## src/rtl/port_debounce.sv

```systemverilog
// Multi-channel pin conditioner: synchroniser, shared sample-tick prescaler,
// per-channel stability counter and one-cycle rise/fall event pulses.
module port_debounce #(
  parameter int               WIDTH        = 8,
  parameter int               STABLE_COUNT = 4,
  parameter int               TICK_DIV     = 1,
  parameter int               SYNC_STAGES  = 2,
  parameter logic [WIDTH-1:0] RESET_VALUE  = '0
) (
  input  logic             clock,
  input  logic             reset,
  input  logic [WIDTH-1:0] pin_i,
  output logic [WIDTH-1:0] pin_o,
  output logic [WIDTH-1:0] rise_o,
  output logic [WIDTH-1:0] fall_o,
  output logic             any_edge_o
);

  localparam int CW = $clog2(STABLE_COUNT + 1);
  localparam int PW = (TICK_DIV > 1) ? $clog2(TICK_DIV) : 1;
  localparam logic [CW-1:0] C_LAST = CW'(STABLE_COUNT - 1);
  localparam logic [PW-1:0] P_LAST = PW'(TICK_DIV - 1);

  logic [WIDTH-1:0] r_sync [SYNC_STAGES];
  logic [PW-1:0]    r_presc;
  logic [CW-1:0]    r_cnt [WIDTH];
  logic [WIDTH-1:0] r_pin;
  logic [WIDTH-1:0] r_rise;
  logic [WIDTH-1:0] r_fall;

  logic             w_tick;
  logic [WIDTH-1:0] w_sync_last;
  logic [CW-1:0]    w_cnt_nxt [WIDTH];
  logic [WIDTH-1:0] w_pin_nxt;
  logic [WIDTH-1:0] w_rise_nxt;
  logic [WIDTH-1:0] w_fall_nxt;

  always_ff @(posedge clock or negedge reset) begin
    if (!reset) begin
      for (int s = 0; s < SYNC_STAGES; s++) r_sync[s] <= RESET_VALUE;
    end else begin
      r_sync[0] <= pin_i;
      for (int s = 1; s < SYNC_STAGES; s++) r_sync[s] <= r_sync[s-1];
    end
  end

  assign w_sync_last = r_sync[SYNC_STAGES-1];

  // With TICK_DIV=1 P_LAST is 0, so the prescaler stays at 0 and ticks every cycle.
  always_ff @(posedge clock or negedge reset) begin
    if (!reset)                r_presc <= '0;
    else if (r_presc == P_LAST) r_presc <= '0;
    else                       r_presc <= r_presc + 1'b1;
  end

  assign w_tick = (r_presc == P_LAST);

  always_comb begin
    w_pin_nxt  = r_pin;
    w_rise_nxt = '0;
    w_fall_nxt = '0;
    for (int n = 0; n < WIDTH; n++) w_cnt_nxt[n] = r_cnt[n];
    if (w_tick) begin
      for (int n = 0; n < WIDTH; n++) begin
        if (w_sync_last[n] == r_pin[n]) begin
          w_cnt_nxt[n] = '0;
        end else if (r_cnt[n] == C_LAST) begin
          w_cnt_nxt[n]  = '0;
          w_pin_nxt[n]  = w_sync_last[n];
          w_rise_nxt[n] = w_sync_last[n];
          w_fall_nxt[n] = ~w_sync_last[n];
        end else begin
          w_cnt_nxt[n] = r_cnt[n] + 1'b1;
        end
      end
    end
  end

  always_ff @(posedge clock or negedge reset) begin
    if (!reset) begin
      for (int n = 0; n < WIDTH; n++) r_cnt[n] <= '0;
      r_pin  <= RESET_VALUE;
      r_rise <= '0;
      r_fall <= '0;
    end else begin
      for (int n = 0; n < WIDTH; n++) r_cnt[n] <= w_cnt_nxt[n];
      r_pin  <= w_pin_nxt;
      r_rise <= w_rise_nxt;
      r_fall <= w_fall_nxt;
    end
  end

  assign pin_o      = r_pin;
  assign rise_o     = r_rise;
  assign fall_o     = r_fall;
  assign any_edge_o = |(r_rise | r_fall);

endmodule

```

## config.mk

```make
export PLATFORM = sky130hd
export DESIGN_NAME = port_debounce
export DESIGN_NICKNAME = d
export VERILOG_FILES = /design/src/rtl/port_debounce.sv
export SDC_FILE = /design/constraint.sdc
export NUM_CORES = 1
export LEC_CHECK = 0
export ABC_CLOCK_PERIOD_IN_PS = 2900
export CORE_MARGIN = 3
export CORE_UTILIZATION = 35
export CTS_BUF_LIST = sky130_fd_sc_hd__clkbuf_2 sky130_fd_sc_hd__clkbuf_4 sky130_fd_sc_hd__clkbuf_8
export CTS_CLUSTER_DIAMETER = 80
export DETAILED_ROUTE_END_ITERATION = 6
export SLEW_MARGIN = 30
export SYNTH_ARGS = -nofsm -noshare
export SYNTH_HDL_FRONTEND = slang
export SYNTH_SLANG_ARGS = --single-unit
```

## constraint.sdc

```tcl
create_clock -name clock -period 2.9 [get_ports clock]
set_input_delay 0.29 -clock clock [delete_from_list [all_inputs] [get_ports clock]]
set_output_delay 0.29 -clock clock [all_outputs]
set_load 0.005 [all_outputs]
```

**Word level (Yosys, flattened, before mapping)**

Index checks and enable logic that the tools add are counted.

- Eq/ne operators: 16
- Add/sub/neg operators: 9
- Reductions and logical operators: 9
- Bitwise operators: 18
- Muxes and demuxes: 51

Operators by type and width:

| kind | count |
|---|---|
| 2-to-1 mux 3 bit | 16 |
| 2-to-1 mux 1 bit | 33 |
| adder 3 x 1 -> 3 bit, second input constant | 8 |
| == test 3 x 2 -> 1 bit, second input constant | 8 |
| AND reduction 3 bit | 8 |
| inverter 1 bit | 17 |
| 2-to-1 mux 8 bit | 2 |
| == test 1 bit | 8 |
| OR 8 bit | 1 |
| OR reduction 8 bit | 1 |
| adder 1 bit, second input constant | 1 |

- Word-level logic and storage cells: 124
- Bits in registers: 65
- Bits of input ports: 10
- Output and inout port bits: 25

**Longest topological paths before layout**

- Depth after elaboration: 4
- Gate-level depth with buffers: 3

**Worst setup path before layout**

OpenSTA, ideal clock, no wires.

- Path type: register to register
- Start: register r_cnt[18] (netlist bit)
- End: register r_pin[1] (netlist: pin_o[1])
- Data required time: 2775 ps
- Cell stages (with the launch flop): 4
- Setup time: 125 ps
- Path slack: 1805 ps
- Arrival: 971 ps
- Path buffers: 0
- Clock period less this slack: 1095 ps
- Cell sequence: dfrtp_1 > ha_1 > nor2b_4 > mux2_2

- Longest elaborated chain between the ends: 2

RTL lines:

| item | line | text |
|---|---|---|
| start, declared | 26 | `logic [CW-1:0] r_cnt [WIDTH];` |
| == test 3 x 2 -> 1 bit | 67 | `end else if (r_cnt[n] == C_LAST) begin` |
| AND reduction 3 bit (no line) | - |  |
| end signal, assigned | 87 | `r_pin <= w_pin_nxt;` |
| end, declared | 27 | `logic [WIDTH-1:0] r_pin;` |

Every way passes these cells.
A chain may end at the register's enable or synchronous reset.

**Worst setup path in the final report**

- Start: register r_rise[1] (netlist: rise_o[1])
- End: output port any_edge_o

- Longest elaborated chain between the ends: 2

RTL lines:

| item | line | text |
|---|---|---|
| start, declared | 28 | `logic [WIDTH-1:0] r_rise;` |
| start signal, assigned | 88 | `r_rise <= w_rise_nxt;` |
| OR 8 bit | 96 | `assign any_edge_o = \|(r_rise \| r_fall);` |
| OR reduction 8 bit | 96 |  |
| end, declared | 16 | `output logic any_edge_o` |

Every way passes these cells.

==> impl.org <==
** Outcome
- Outcome :: completed

** Floorplanning
- The die covers 7630 um2.
- Standard-cell row count :: 29
- I/O pin count :: 35
- Core Footprint :: 6390 um2
- The die is 87.4 um wide.
- The initial utilization of the core area, before any placement, comes to ~36%.
- In this run the vertical extent of the chip is 87.4 um.

** Synthesis
- Area of the mapped netlist :: 2320 um2
- A synthesized cell averages 16.4 um2.
- Synthesis produced a netlist with a net count of 159.
- Yosys printed 0 warnings.
- Distinct cell type count after synthesis :: 12
- Of the synthesized area, sequential elements account for 69.1%.
- Counting flops and latches in the post-synthesis netlist gives 64.
- After technology mapping, the gate count stands at 141.

** Timing
- Unrepaired setup endpoints after global routing :: false
- Timing would allow up to 482 MHz.
- Worst relative slew slack :: 62.3%
- Dividing the final minimum period by the clock period gives 71.6%.
- At the pin with the least slew margin, the transition time is between 0.5 and 0.6 ns.
- Setup violation total in the final timing report :: 0
- Final hold violations :: 0
- Min cycle time layout :: 2.08 ns
- For the final routed database, the setup TNS stands at 0 ns.
- For the final database, setup skew stands at 0.00360 ns.
- Final hold analysis gives a worst-case slack of 0.349 ns.
- Max-slew violation count :: 0

** Global routing
- Largest net degree at the start of global routing :: 47
- Leftover overflow at the end of global routing :: 0
- For this run, the total global-route usage over all layers was measured as 11.5%.
- The number of global-route vias before repair came to 1447.
- Initial antenna violation count :: 0
- Wire length of the first global-routing pass :: about 6.5 mm

** Cells and area
- Antenna cells :: 0
- Total non-filler cell area in the finished layout :: ~3000 um2
- At the end of the flow the core is filled with cells to 47.3%.
- For this run, the post-layout net count is 207.
- Cells with a size suffix above 1 make up 23.8% of the layout.
- Relative to the synthesized area, the layout overhead comes to 30.3%.

** Setup path
- Data required time of the worst path :: roughly 2.6 ns
- Top fanout value on the critical path :: 2
- The worst setup path is captured at an output port.
- Worst endpoint data arrival time :: 1.79 ns
- The worst setup path is launched from a flip-flop.
- Startpoint of the worst-slack reg-to-reg timing path :: r_cnt[18]
- R2R setup slack :: 1.70 ns
- FF-to-FF End :: pin_o[1]
- For the worst flop-to-flop path, the logic depth is 3.
- Worst setup path category :: reg -> out

** CTS
- The root buffer cell chosen for the clock tree is sky130_fd_sc_hd__clkbuf_8.
- CTS max path bufs :: 2
- Clock-pin slew was measured on the worst setup and hold paths at 0.06 ns.
- The number of gates resized after CTS was 0.
- The H-tree was split into 3 levels.
- Clock tree sinks :: 64
- Inserted Clock Buffers :: 9
- Clock latency of the later-clocked register in the worst-skew pair :: 0.32 ns
- TritonCTS built the clock tree.

** Route
- Number of design-rule violations left by the first detailed-router iteration :: 16
- Count of unresolved DRC violations after routing :: 0
- Residual antenna-violating net count after detailed routing :: 0
- Mean number of vias per cell :: 4.62
- Wire length reported by the detailed router :: around 3.7 mm
- Wire length per cell after detailed routing :: between 10 and 15 um
- The first TritonRoute pass finished after 3 iterations.
- Number of vias in the routed layout :: around 1.2k

** Placed design
- Routability-driven placement finished with a final weighted congestion of between 0.6 and 0.7.
- Port buffering added 34 buffers.
- Once placement finished, the instance area stood at 2760 um2.
- HPWL Detailed :: 2.67 mm

** Power and ir drop
- Dividing total power by cell area gives a power density of 896 nW/um2.
- Maximum VDD drop :: about 0.00045 V
- The completed layout was analyzed and its total power is 2.71 mW.
- Summed over all cells, the static leakage comes to 1.40 nW.

** Flow run
- Across the run, the number of max-cap violations was 0.

** Worst hold path
- Path type of the worst min-delay path :: reg -> reg
- The worst hold path passes through 0 cells.
- Endpoint of the worst hold-timing path :: w_sync_last[6]
- The startpoint identified for the worst hold timing path is r_sync[14].
==> cells by family after synthesis <==
family / count (synthesis) / share of synthesized area, %
mux: 8 / 3.89
fa+ha+maj: 8 / 4.32
flops: 64 / 69.1
xor+xnor: 8 / 3.02
simple gates: 53 / 19.7
==> per-layer routing <==
metal / vias up / track usage, % / routed length (um)
met1: 627 / 12.9 / 1520
met2: 27 / 18.5 / 1970
li1: 594 / - / -
met3: 0 / 5.30 / 232
met5: - / 0 / 0
met4: 0 / 5.44 / 0
==> layout make-up <==
class                   instances  area [um2]
fillers                       575        3370
flip-flops and latches         64        1600
multi-input cells              77         716
repair buffers                 37         363
clock buffers                  12         153
well taps                      77        96.3
clock inverters                 3        90.1
==> registers in the layout, summed over array words and instances, names as in the netlist <==
name and count:
fall_o 8, pin_o 8, r_cnt 24, r_sync 8, rise_o 8, w_sync_last 8
==> layout by cell type (no fill, tap or decap), drive strengths merged <==
master	count
dfrtp	64
clkdlybuf4s50	33
and3b	16
nor3b	15
clkbuf	12
nor2b	9
xnor2	8
nor3	8
mux2	8
ha	8
nor4	4
bufinv	3
buf	3
nand4	1
dlygate4sd3	1
==> worst max-delay path, cell delays in order, from the launching register on <==
cell                              delay [ns]
sky130_fd_sc_hd__dfrtp_1                0.39
sky130_fd_sc_hd__nor4_1                 0.40
sky130_fd_sc_hd__nand4_1                0.19
sky130_fd_sc_hd__clkdlybuf4s50_1        0.49
==> Yosys cell counts <==
master | number | area share [%]
sky130_fd_sc_hd__ha_1 | 8 | 4.3
sky130_fd_sc_hd__nand4_1 | 1 | 0.27
sky130_fd_sc_hd__mux2_2 | 8 | 3.9
sky130_fd_sc_hd__nor2b_1 | 1 | 0.27
sky130_fd_sc_hd__and3b_1 | 4 | 1.5
sky130_fd_sc_hd__dfrtp_1 | 64 | 69
sky130_fd_sc_hd__nor3_1 | 8 | 1.7
sky130_fd_sc_hd__nor4_1 | 4 | 1.1
sky130_fd_sc_hd__nor3b_1 | 15 | 4.9
sky130_fd_sc_hd__and3b_2 | 12 | 5.2
sky130_fd_sc_hd__nor2b_4 | 8 | 4.8
sky130_fd_sc_hd__xnor2_1 | 8 | 3.0
==> worst max-delay path by stage <==
stage / start / to
floorplan: r_cnt[18] / pin_o[1]
global placement: fall_o[4] / any_edge_o
detailed placement: fall_o[4] / any_edge_o
CTS: rise_o[1] / any_edge_o
global route: fall_o[4] / any_edge_o
finish: rise_o[1] / any_edge_o
==> power by group <==
part | internal, mW | total (mW) | leakage [nW] | switching (mW)
registers | 1.06 | 1.19 | 0.823 | 0.127
clock network | 0.610 | 0.915 | 0.124 | 0.305
logic | 0.380 | 0.599 | 0.453 | 0.220
total | 2.05 | 2.71 | 1.40 | 0.652
==> repair_timing <==
| action | CTS | global route |
|---|---|---|
| buffers inserted | 0 | 0 |
| hold buffers | 0 | 1 |
| endpoints found under the hold margin | 0 | 36 |
==> stage by stage <==
stage,setup slack [ns],cells
3_5_place_dp,1.16,254
5_1_grt,0.715,270
4_1_cts,0.797,269
6_report,0.824,270
3_3_place_gp,1.18,254
2_1_floorplan,1.80,141
No activity file was read; power rests on OpenSTA's default activity.
